<file path="src/rtl/fetch_seq_pkg.sv">
// ============================================================================
// Module   : fetch_seq_pkg
// Purpose  : Shared FSM state type and default sizing for fetch_sequencer.
// Revision : 1.0 - initial release
// ============================================================================
`default_nettype none

package fetch_seq_pkg;

  localparam int unsigned c_PC_WIDTH    = 8;
  localparam logic [7:0]  c_RESET_PC    = 8'h00;
  localparam int unsigned c_STACK_DEPTH = 4;

  typedef enum logic [1:0] {
    S_IDLE   = 2'd0,
    S_FETCH  = 2'd1,
    S_EXEC   = 2'd2,
    S_HALTED = 2'd3
  } state_t;

endpackage

`default_nettype wire

</file>
<file path="src/rtl/fetch_sequencer_ret_stack.sv">
// ============================================================================
// Module   : ret_stack
// Purpose  : LIFO of return addresses; callers must not push when full or
//            pop when empty.
// Revision : 1.0 - initial release
// ============================================================================
`default_nettype none

module ret_stack #(
  parameter int unsigned DEPTH = 4,
  parameter int unsigned WIDTH = 8
) (
  input  logic             clk,
  input  logic             reset_n,
  input  logic             i_push,
  input  logic             i_pop,
  input  logic [WIDTH-1:0] i_data,
  output logic [WIDTH-1:0] o_data,
  output logic             o_full,
  output logic             o_empty
);

  localparam int unsigned c_IDX_W = (DEPTH > 1) ? $clog2(DEPTH) : 1;
  localparam int unsigned c_CNT_W = $clog2(DEPTH + 1);

  logic [WIDTH-1:0]   r_mem [DEPTH];
  logic [c_CNT_W-1:0] r_count;
  logic [c_IDX_W-1:0] w_wr_idx;
  logic [c_IDX_W-1:0] w_top_idx;

  assign w_wr_idx  = c_IDX_W'(r_count);
  assign w_top_idx = c_IDX_W'(r_count - c_CNT_W'(1));
  assign o_full    = (r_count == c_CNT_W'(DEPTH));
  assign o_empty   = (r_count == '0);
  assign o_data    = r_mem[w_top_idx];

  always_ff @(posedge clk) begin
    if (!reset_n) begin
      r_count <= '0;
    end else if (i_push && !o_full) begin
      r_count <= r_count + c_CNT_W'(1);
    end else if (i_pop && !o_empty) begin
      r_count <= r_count - c_CNT_W'(1);
    end
  end

  // Storage needs no reset: an empty count makes every entry stale.
  always_ff @(posedge clk) begin
    if (i_push && !o_full) begin
      r_mem[w_wr_idx] <= i_data;
    end
  end

endmodule

`default_nettype wire

</file>
<file path="src/rtl/fetch_sequencer.sv">
// ============================================================================
// Module   : fetch_sequencer
// Purpose  : Instruction fetch/execute sequencer with branch, jump and halt.
//            Define FETCH_SEQ_CALL_STACK_EN to enable the call/return stack.
// Revision : 1.0 - initial release
// ============================================================================
`default_nettype none

module fetch_sequencer
  import fetch_seq_pkg::*;
#(
  parameter int unsigned          PC_WIDTH = c_PC_WIDTH,
  parameter logic [PC_WIDTH-1:0]  RESET_PC = PC_WIDTH'(c_RESET_PC)
) (
  input  logic                clk,
  input  logic                reset_n,
  input  logic                run,
  output logic                imem_req,
  output logic [PC_WIDTH-1:0] imem_addr,
  input  logic                imem_ack,
  input  logic [7:0]          imem_data,
  output logic [7:0]          instr,
  output logic                instr_valid,
  input  logic                ex_done,
  input  logic                PCSrc,
  input  logic                jump,
  input  logic [PC_WIDTH-1:0] offset,
  input  logic [PC_WIDTH-1:0] jump_target,
  input  logic                halt,
  input  logic                call,
  input  logic                ret,
  output logic [PC_WIDTH-1:0] pc,
  output logic                halted,
  output logic                stack_err
);

  state_t              r_state;
  state_t              w_state_nxt;
  logic [PC_WIDTH-1:0] r_pc;
  logic [PC_WIDTH-1:0] w_pc_nxt;
  logic [PC_WIDTH-1:0] w_pc_inc;
  logic [7:0]          r_instr;
  logic                r_instr_valid;
  logic                w_capture;
  logic                w_push;
  logic                w_pop;
  logic                w_err_set;
  logic                w_call_en;
  logic                w_ret_en;
  logic                w_stk_full;
  logic                w_stk_empty;
  logic [PC_WIDTH-1:0] w_stk_data;

`ifdef FETCH_SEQ_CALL_STACK_EN
  logic r_stack_err;

  assign w_call_en = call;
  assign w_ret_en  = ret;
  assign stack_err = r_stack_err;

  ret_stack #(
    .DEPTH (c_STACK_DEPTH),
    .WIDTH (PC_WIDTH)
  ) u_ret_stack (
    .clk     (clk),
    .reset_n (reset_n),
    .i_push  (w_push),
    .i_pop   (w_pop),
    .i_data  (w_pc_inc),
    .o_data  (w_stk_data),
    .o_full  (w_stk_full),
    .o_empty (w_stk_empty)
  );

  always_ff @(posedge clk) begin
    if (!reset_n) begin
      r_stack_err <= 1'b0;
    end else if (w_err_set) begin
      r_stack_err <= 1'b1;
    end
  end
`else
  logic w_unused;

  assign w_call_en   = 1'b0;
  assign w_ret_en    = 1'b0;
  assign w_stk_full  = 1'b0;
  assign w_stk_empty = 1'b1;
  assign w_stk_data  = '0;
  assign stack_err   = 1'b0;
  assign w_unused    = ^{call, ret, w_push, w_pop, w_err_set};
`endif

  assign w_pc_inc    = r_pc + PC_WIDTH'(1);
  assign pc          = r_pc;
  assign imem_addr   = r_pc;
  assign imem_req    = (r_state == S_FETCH);
  assign halted      = (r_state == S_HALTED);
  assign instr       = r_instr;
  assign instr_valid = r_instr_valid;

  always_ff @(posedge clk) begin
    if (!reset_n) begin
      r_state       <= S_IDLE;
      r_pc          <= RESET_PC;
      r_instr       <= '0;
      r_instr_valid <= 1'b0;
    end else begin
      r_state       <= w_state_nxt;
      r_pc          <= w_pc_nxt;
      r_instr_valid <= w_capture;
      if (w_capture) begin
        r_instr <= imem_data;
      end
    end
  end

  always_comb begin
    w_state_nxt = r_state;
    w_pc_nxt    = r_pc;
    w_capture   = 1'b0;
    w_push      = 1'b0;
    w_pop       = 1'b0;
    w_err_set   = 1'b0;
    case (r_state)
      S_IDLE: begin
        if (run) begin
          w_state_nxt = S_FETCH;
        end
      end
      S_FETCH: begin
        if (imem_ack) begin
          w_capture   = 1'b1;
          w_state_nxt = S_EXEC;
        end
      end
      S_EXEC: begin
        if (ex_done) begin
          w_state_nxt = S_FETCH;
          if (halt) begin
            w_state_nxt = S_HALTED;
          end else if (w_ret_en) begin
            // Return with nothing stacked falls through as sequential.
            if (w_stk_empty) begin
              w_pc_nxt  = w_pc_inc;
              w_err_set = 1'b1;
            end else begin
              w_pop    = 1'b1;
              w_pc_nxt = w_stk_data;
            end
          end else if (w_call_en) begin
            w_pc_nxt = jump_target;
            if (w_stk_full) begin
              w_err_set = 1'b1;
            end else begin
              w_push = 1'b1;
            end
          end else if (jump) begin
            w_pc_nxt = jump_target;
          end else if (PCSrc) begin
            w_pc_nxt = w_pc_inc + offset;
          end else begin
            w_pc_nxt = w_pc_inc;
          end
        end
      end
      default: begin
        w_state_nxt = S_HALTED;
      end
    endcase
  end

endmodule

`default_nettype wire
</file>
<file path="config.mk">
export PLATFORM = sky130hd
export DESIGN_NAME = fetch_sequencer
export DESIGN_NICKNAME = d
export VERILOG_FILES = /design/src/rtl/fetch_seq_pkg.sv /design/src/rtl/fetch_sequencer_ret_stack.sv /design/src/rtl/fetch_sequencer.sv
export SDC_FILE = /design/constraint.sdc
export NUM_CORES = 1
export LEC_CHECK = 0
export ABC_CLOCK_PERIOD_IN_PS = 4400
export BUFFER_PORTS_ARGS = -buffer_cell sky130_fd_sc_hd__buf_2
export CELL_PAD_IN_SITES_DETAIL_PLACEMENT = 1
export CELL_PAD_IN_SITES_GLOBAL_PLACEMENT = 1
export CORE_AREA = 2 2 67 69
export DETAILED_ROUTE_END_ITERATION = 7
export DIE_AREA = 0 0 69 71
export MAX_ROUTING_LAYER = met4
export PLACE_DENSITY = 0.9
export SLEW_MARGIN = 0
export SYNTH_ARGS = -nofsm -noshare
export SYNTH_HDL_FRONTEND = slang
export SYNTH_SLANG_ARGS = --single-unit
</file>
<file path="constraint.sdc">
create_clock -name clk -period 4.4 [get_ports clk]
set_input_delay 0.44 -clock clk [delete_from_list [all_inputs] [get_ports clk]]
set_output_delay 0.44 -clock clk [all_outputs]
set_load 0.005 [all_outputs]
</file>
**After elaboration in Yosys (flattened, before gate mapping)**

Cells that the tools add are included.

- Add/sub/neg operators: 2
- Bitwise operators: 1
- Reductions and logical operators: 3
- Multiplexer cells: 9
- Equal/unequal tests: 6

Operators with widths:

| operator | count |
|---|---|
| 2-to-1 mux 8 bit | 2 |
| adder 8 x 1 -> 8 bit, second input constant | 1 |
| adder 8 bit | 1 |
| 2-to-1 mux 2 bit | 4 |
| one-hot mux 2 bit (3 select lines) | 1 |
| AND reduction 3 bit | 2 |
| equality test 2 bit, second input constant | 2 |
| != test 2 bit, second input constant | 2 |
| equality test 2 x 1 -> 1 bit, second input constant | 1 |
| logical NOT 2 bit | 1 |
| 2-to-1 mux 1 bit | 2 |
| != test 2 x 1 -> 1 bit, second input constant | 1 |
| inverter 1 bit | 1 |

- Logic and storage cells: 25
- Input bits: 34
- Flip-flop bits (word level): 19

**Logic depth before layout (Yosys ltp)**

Gate-level depths: netlist of run 1.

- Word-level depth: 4
- Depth in mapped cells: 10
- Mapped depth without buffers: 9

**Worst setup path before layout of run 1**

No wires, ideal clock.

- Path type: reg2reg
- Start point: reg r_pc[0], in the netlist imem_addr[0]
- End point: reg r_pc[5], in the netlist imem_addr[5]
- Setup slack: 2.001 ns
- Stages on the path, launching flop included: 10
- Path buffers: 0
- Period minus slack after synthesis: 2.399 ns
- Data arrival time: 2.264 ns
- Cells stage by stage: dfxtp_1 > ha_1 > nand3_1 > xnor2_1 > ha_1 > and2_4 > a221o_1 > or3_1 > a21oi_1 > o22ai_1

- Word-level cells in the longest chain between the ends: 4

Ends and longest elaborated chain:

| element | RTL line | text |
|---|---|---|
| start: declaration | fetch_sequencer.sv:39 | `logic [PC_WIDTH-1:0] r_pc;` |
| start signal: assignment | fetch_sequencer.sv:110 | `r_pc <= w_pc_nxt;` |
| adder 8 x 1 -> 8 bit (*) | fetch_sequencer.sv:94 | `assign w_pc_inc = r_pc + PC_WIDTH'(1);` |
| adder 8 bit | fetch_sequencer.sv:161 | `w_pc_nxt = w_pc_inc + offset;` |
| 2-to-1 mux 8 bit (*) | fetch_sequencer.sv:160 | `end else if (PCSrc) begin` |
| 2-to-1 mux 8 bit (*) | fetch_sequencer.sv:158 | `end else if (jump) begin` |

Mark *: on every way between the ends. The rest lies on a longest branch, timed or not.
A chain may end at the register's enable or synchronous reset.

**Final worst setup path of run 1**

Ends and elaborated chain as after synthesis.

==> results of run 1 <==
[state kept, by name, summed over array words and instances (netlist names)]
| signal | flops |
|---|---|
| imem_addr | 8 |
| instr | 8 |
| r_state | 2 |
| instr_valid | 1 |
[worst max-delay path: cells and delay by family, from the launching register on]
kind	cells	cell delay, ps
compound gates	3	630
xor+xnor	1	230
fa+ha+maj	2	610
flops	1	510
simple gates	3	630
[synthesized netlist by cell type]
| library cell | n | area [sq um] |
|---|---|---|
| o211ai_1 | 2 | 15.0 |
| buf_2 | 2 | 10.0 |
| nor3_1 | 2 | 10.0 |
| nor3b_1 | 3 | 22.5 |
| mux2i_1 | 3 | 30.0 |
| and2_1 | 1 | 6.26 |
| and2b_1 | 1 | 7.51 |
| mux2_2 | 1 | 11.3 |
| a21o_1 | 4 | 30.0 |
| or3_1 | 1 | 6.26 |
| o311ai_0 | 3 | 26.3 |
| inv_1 | 6 | 22.5 |
| o21ai_0 | 9 | 45.0 |
| nor4_1 | 1 | 6.26 |
| nand3b_1 | 1 | 7.51 |
| and2_4 | 1 | 8.76 |
| a211oi_1 | 5 | 37.5 |
| nand4_1 | 2 | 12.5 |
| nand2_1 | 20 | 75.1 |
| and4bb_1 | 1 | 12.5 |
| clkbuf_1 | 6 | 22.5 |
| a2111oi_0 | 1 | 8.76 |
| o21bai_1 | 1 | 7.51 |
| nand2b_1 | 3 | 18.8 |
| o31a_1 | 2 | 17.5 |
| buf_4 | 10 | 75.1 |
| xor2_1 | 1 | 8.76 |
| xnor2_1 | 6 | 52.6 |
| nand3_1 | 17 | 85.1 |
| and4_1 | 1 | 8.76 |
| and3_1 | 2 | 12.5 |
| ha_1 | 9 | 113 |
| fa_1 | 1 | 20.0 |
| a31oi_1 | 2 | 12.5 |
| a21oi_1 | 18 | 90.1 |
| o311a_1 | 1 | 10.0 |
| nor2_1 | 12 | 45.0 |
| o22ai_1 | 4 | 25.0 |
| dfxtp_1 | 19 | 380 |
| a221oi_2 | 1 | 15.0 |
| a221o_1 | 1 | 10.0 |
| a2111oi_2 | 1 | 15.0 |
| conb_1 | 1 | 3.75 |
[worst paths after layout]
path | from | to | slack (ps) | cells past startpoint
setup reg to reg | imem_addr[0] | imem_addr[5] | 1650 | 9
hold reg to reg | instr[6] | instr[6] | 450 | 2
setup / recovery | imem_addr[0] | imem_addr[5] | 1650 | 9
hold / removal | imem_data[1] | instr[1] | 420 | 3
[metrics by stage]
stage,util,hold WS (ps),setup slack [ps]
2_1_floorplan,-,453,2000
3_3_place_gp,0.406,440,1720
3_5_place_dp,0.406,444,1650
4_1_cts,0.417,418,1630
5_1_grt,0.417,439,1460
6_report,0.417,423,1650
[logic make-up (layout without fill, tap and decap cells)]
group / Yosys count / count (layout) / share of synthesized area
simple gates: 69 / 69 / 0.237
mux: 4 / 4 / 0.0283
fa+ha+maj: 10 / 10 / 0.0908
buf+inv: 24 / 68 / 0.0891
flops: 19 / 19 / 0.260
xor+xnor: 7 / 7 / 0.0420
compound gates: 55 / 55 / 0.250
other cells: 1 / 1 / 0.00257
[report_power, final]
group	internal [mW]	switching, mW
registers	0.179	0.00608
logic	0.0398	0.0482
clock network	0.0630	0.0597
total	0.282	0.114
[cell type report]
| type | instances | area share |
|---|---|---|
| Clock inverter | 1 | 0.00285 |
| Clock buffer | 3 | 0.0235 |
| Sequential cell | 19 | 0.217 |
| Tap cell | 52 | 0.0371 |
| Multi-Input combinational cell | 146 | 0.541 |
| Inverter | 6 | 0.0128 |
| Timing Repair Buffer | 58 | 0.165 |
[cells in the final DEF, fill, tap and decap left out, types with 3 or more instances in the layout]
cell type / n
a21oi_1: 18
a211oi_1: 5
ha_1: 9
dfxtp_1: 19
mux2i_1: 3
inv_1: 6
o22ai_1: 4
o311ai_0: 3
buf_2: 58
a21o_1: 4
nand2_1: 20
nand2b_1: 3
o21ai_0: 9
clkbuf_8: 3
xnor2_1: 6
nand3_1: 17
nor3b_1: 3
nor2_1: 12
[metal layers]
metal / global-route usage / vias up / routed length (um)
met5: - / - / 0
met4: 0.0370 / 0 / 29
met3: 0.0328 / 4 / 154
met2: 0.314 / 37 / 2090
met1: 0.216 / 716 / 1900
li1: - / 772 / -
==> impl_metrics.py, run 1 <==
metrics = {
    "worst_setup_path": {
        "critical_path.max_stage_delay_ps": 510,
        "cp_max_fo": 9,
        "crit_path_cell_trace": "ha_1 -> nand3_1 -> xnor2_1 -> ha_1 -> and2_4 -> a221o_1 -> or3_1 -> a21oi_1 -> o22ai_1",
        "required_ps": 4520,
        "cp.arrival_ps": 2870,
        "cpMostUsedCell": "ha_1",
        "critPathSlowestCell": "dfxtp_1",
        "criticalPathCategory": "register to register",
        "critPathLaunchType": "register",
        "crit_path_end_kind": "register",
    },
    "clocking": {
        "clock_sinks": 19,
        "htreeDepth": 1,
        "root_buffer": "clkbuf_8",
        "cts_buffers": 3,
        "cts_tree": "yes",
        "clk_path_buf_depth": 2,
        "cts.clk_slew.worst_paths_ps": 80,
        "cts_resized": 0,
        "postCtsHoldBufs": 0,
        "post_cts_buffers": 0,
        "clk-insertion-delay-late_ps": 260,
    },
    "logic_synthesis": {
        "mappedNetlistNets": 233,
        "seq_area_frac_synth": 0.260,
        "synthesis.area_sq_um": 1460,
        "synth-seq-cells": 19,
        "synth_warnings": 0,
        "synthCells": 189,
        "avgSynthCellArea_sq_um": 7.73,
        "yosysUniqueCellTypes": 43,
    },
    "pwr": {
        "finalPower_mw": 0.396,
        "irDropWorstVdd_uv": 160,
        "powerDensity_nw_per_um2": 225,
        "p_leak_nw": 0.817,
    },
    "route": {
        "first_pass_iters": 4,
        "drt-vias-per-instance": 5.36,
        "postRouteAntennaNets": 0,
        "wl_per_cell_um": 14.7,
        "vias": 1529,
        "drtIter0Drc": 75,
        "wl_um": 4180,
        "drc": 0,
    },
    "final_layout": {
        "area_growth_pct": 20.1,
        "drive_gt1_frac": 0.283,
        "design_area_sq_um": 1750,
        "final_cells": 285,
        "diodes": 0,
        "nFillCells": 553,
        "nets": 278,
        "regArea_sq_um": 380,
        "multiInputGateArea_sq_um": 950,
    },
    "placed_design": {
        "gp_congestion": 0.862,
        "placed_cells": 281,
        "postPlaceCellArea_sq_um": 1710,
        "dp_hpwl_um": 3310,
        "io_buffers": 58,
    },
    "grt": {
        "first_global_vias": 1496,
        "grt_pass1_wl_um": 6980,
        "track_usage": 0.179,
        "grt_max_degree": 18,
        "grt_overflow_total": 0,
        "antenna_found_initial": 0,
    },
    "timing": {
        "fin_tns_setup_ps": 0,
        "finalHoldViolCount": 0,
        "fin_crit_sh": 0.625,
        "tightest_slew_ps": 645,
        "finalClockSkew_ps": 8.61,
        "fmax_ghz": 0.364,
        "setup_violations": 0,
        "period_needed_ps": 2750,
        "rsz0062_at_grt": "no",
        "maxSlewViolCount": 0,
        "slew_headroom": 0.570,
    },
    "min_path": {
        "hp-class": "primary input to register",
    },
    "status": {
        "status": "complete, no violations",
    },
    "floorplan": {
        "die-area_sq_um": 4900,
        "die_w_um": 69,
        "core-area_sq_um": 4200,
        "row_count": 24,
        "die_h_um": 71,
        "ioPinCount": 62,
        "initial_utilization": 0.347,
    },
    "flow_run": {
        "cap_viol_max_count": 0,
    },
}
No activity file was read; power rests on OpenSTA's default activity.
==> inputs of run 2 (changes only) <==
--- a/config.mk
+++ b/config.mk
@@ -5,15 +5,15 @@
 export SDC_FILE = /design/constraint.sdc
 export NUM_CORES = 1
 export LEC_CHECK = 0
-export ABC_CLOCK_PERIOD_IN_PS = 4400
+export ABC_CLOCK_PERIOD_IN_PS = 2300
 export BUFFER_PORTS_ARGS = -buffer_cell sky130_fd_sc_hd__buf_2
 export CELL_PAD_IN_SITES_DETAIL_PLACEMENT = 1
 export CELL_PAD_IN_SITES_GLOBAL_PLACEMENT = 1
-export CORE_AREA = 2 2 67 69
+export CORE_AREA = 2 2 73 75
 export DETAILED_ROUTE_END_ITERATION = 7
-export DIE_AREA = 0 0 69 71
+export DIE_AREA = 0 0 75 77
 export MAX_ROUTING_LAYER = met4
-export PLACE_DENSITY = 0.9
+export PLACE_DENSITY = 0.82
 export SLEW_MARGIN = 0
 export SYNTH_ARGS = -nofsm -noshare
 export SYNTH_HDL_FRONTEND = slang
==> constraint.sdc (replaced) <==
create_clock -name clk -period 2.3 [get_ports clk]
set_input_delay 0.23 -clock clk [delete_from_list [all_inputs] [get_ports clk]]
set_output_delay 0.23 -clock clk [all_outputs]
set_load 0.005 [all_outputs]
==> run 2 against run 1 <==
Against the previous run:
- register-to-register slack got worse by 1600 ps
- total power is 100% higher
- largest power group unchanged
- first-iteration DRC count shrank 31%
- via count is 7.5% higher
- critical path depth unchanged
- worst setup slack got worse by 1600 ps
==> impl_metrics.py, run 2 (synthesis results as in run 1) <==
metrics = {
    "status": {
        "status": "complete, no violations",
    },
    "pwr": {
        "power_switching_mw": 0.236,
        "powerDensity_nw_per_um2": 381,
        "power_frac_comb": 0.248,
        "seq_power_share": 0.441,
        "swShare": 0.299,
        "p_leak_nw": 0.969,
        "p_clk_frac": 0.312,
        "p_int_mw": 0.553,
        "irDropWorstVdd_uv": 289,
    },
    "min_path": {
        "hp-class": "primary input to register",
    },
    "final_layout": {
        "utilization": 0.417,
        "diodes": 0,
        "final_cell_mix": "buf_2 (58), buf_4 (23), nand2_1 (20)",
        "drive_gt1_frac": 0.414,
        "layout_commonest_cell": "buf_2",
        "nets": 301,
        "area_growth_pct": 42.1,
    },
    "grt": {
        "grt_pass1_wl_um": 7890,
        "grt_max_degree": 17,
        "grt_overflow_total": 0,
        "track_usage": 0.176,
        "first_global_vias": 1705,
        "antenna_found_initial": 0,
    },
    "placed_design": {
        "io_buffers": 58,
        "dp_hpwl_um": 3610,
        "gp_congestion": 0.841,
        "pre_cts_ws_ps": -92.9,
    },
    "worst_setup_path": {
        "cp.buffers_inverters": 0,
        "critical_path.max_stage_delay_ps": 400,
        "required_ps": 2430,
        "cpMostUsedCell": "ha_4",
        "crit_path_cell_trace": "ha_4 -> nand3_4 -> xnor2_4 -> ha_4 -> and2_4 -> a221o_1 -> or3_4 -> a21oi_2 -> o22ai_1",
        "critPathLaunchType": "register",
        "critPathSlowestCell": "or3_4",
        "crit_family": "simple AND/OR/NAND/NOR gates",
        "cp.arrival_ps": 2370,
        "cp_max_fo": 4,
        "criticalPathCategory": "register to register",
        "crit_path_end_kind": "register",
    },
    "clocking": {
        "cts_buffers": 3,
        "cts_tree": "yes",
        "cts.clk_slew.worst_paths_ps": 80,
        "root_buffer": "clkbuf_8",
        "htreeDepth": 1,
        "clock_sinks": 19,
        "clk-insertion-delay-late_ps": 260,
        "clk_path_buf_depth": 2,
    },
    "route": {
        "drtIter0Drc": 52,
        "drt-vias-per-instance": 5.04,
        "drc": 0,
        "postRouteAntennaNets": 0,
        "vias": 1643,
        "wl_um": 4750,
        "wl_per_cell_um": 14.6,
        "first_pass_iters": 4,
    },
    "floorplan": {
        "row_count": 26,
        "die_h_um": 77,
        "core-area_sq_um": 4980,
        "initial_utilization": 0.293,
        "ioPinCount": 62,
        "die_w_um": 75,
        "die-area_sq_um": 5780,
    },
    "timing": {
        "fin_crit_sh": 0.972,
        "setup_violations": 0,
        "maxSlewViolCount": 0,
        "layout_setup_ws_ps": 64.4,
        "rsz0062_at_grt": "yes",
        "fmax_ghz": 0.447,
        "finalClockSkew_ps": 7.25,
        "finalHoldViolCount": 0,
        "period_needed_ps": 2240,
    },
    "flow_run": {
        "cap_viol_max_count": 0,
    },
}
[run 2: changes by cell type in the layout (fill, tap and decap cells not counted), moves of 3 or more]
cell,change
buf_4,+23
dfxtp_1,-4
dfxtp_4,+4
xnor2_1,-4
nand3_1,-3
xnor2_2,+3
[run 2: worst paths after layout]
check | start | cells after the start | endpoint | slack, ps
setup / recovery | imem_addr[0] | 9 | imem_addr[5] | 60
hold reg to reg | instr[1] | 2 | instr[1] | 450
hold / removal | imem_data[5] | 3 | instr[5] | 210
setup reg to reg | imem_addr[0] | 9 | imem_addr[5] | 60
[run 2: final cells by class]
| class | count | area, sq um |
|---|---|---|
| multi-input cells | 146 | 1060 |
| clock inverters | 1 | 7.51 |
| flip-flops and latches | 19 | 395 |
| repair buffers | 81 | 463 |
| clock buffers | 3 | 41.3 |
| well taps | 70 | 87.6 |
| inverters | 6 | 22.5 |
| fillers | 633 | 2900 |
[run 2: worst register-to-register path: stages, from the launching register on]
cell and delay (ps):
dfxtp_4 380, ha_4 150, nand3_4 90, xnor2_4 180, ha_4 240, and2_4 150
a221o_1 320, or3_4 400, a21oi_2 120, o22ai_1 70
[run 2: timing repair]
action                                  CTS  global route
hold buffers                              0             0
endpoints found under the setup margin    2             3
resized for setup                         8            12
pin swaps                                 5             9
setup buffers                             1             5
[run 2: power groups by stage]
stage | sequential (mW) | clock (mW) | combinational, mW
2_1_floorplan | 0.359 | 0 | 0.108
5_1_grt | 0.351 | 0.275 | 0.220
3_5_place_dp | 0.358 | 0 | 0.186
3_3_place_gp | 0.358 | 0 | 0.181
6_report | 0.348 | 0.246 | 0.196
4_1_cts | 0.351 | 0.252 | 0.191
[run 2: metal layers]
metal,vias up,wire [um],global-route usage
met4,0,102,0.0482
met3,8,148,0.0237
li1,815,-,-
met2,39,2300,0.285
met5,-,0,-
met1,781,2200,0.226
[run 2: through the flow]
stage                     hold WS [ps]  TNS [ps]  total power, mW  cells  cell area, sq um
after floorplan                    377         0            0.467    189              1480
after global placement             440     -27.2            0.538    316              1880
after detailed placement           445      -127            0.544    316              1880
after CTS                          211         0            0.794    321              1980
after global routing               202     -21.9            0.846    326              2070
final                              209         0            0.790    326              2070
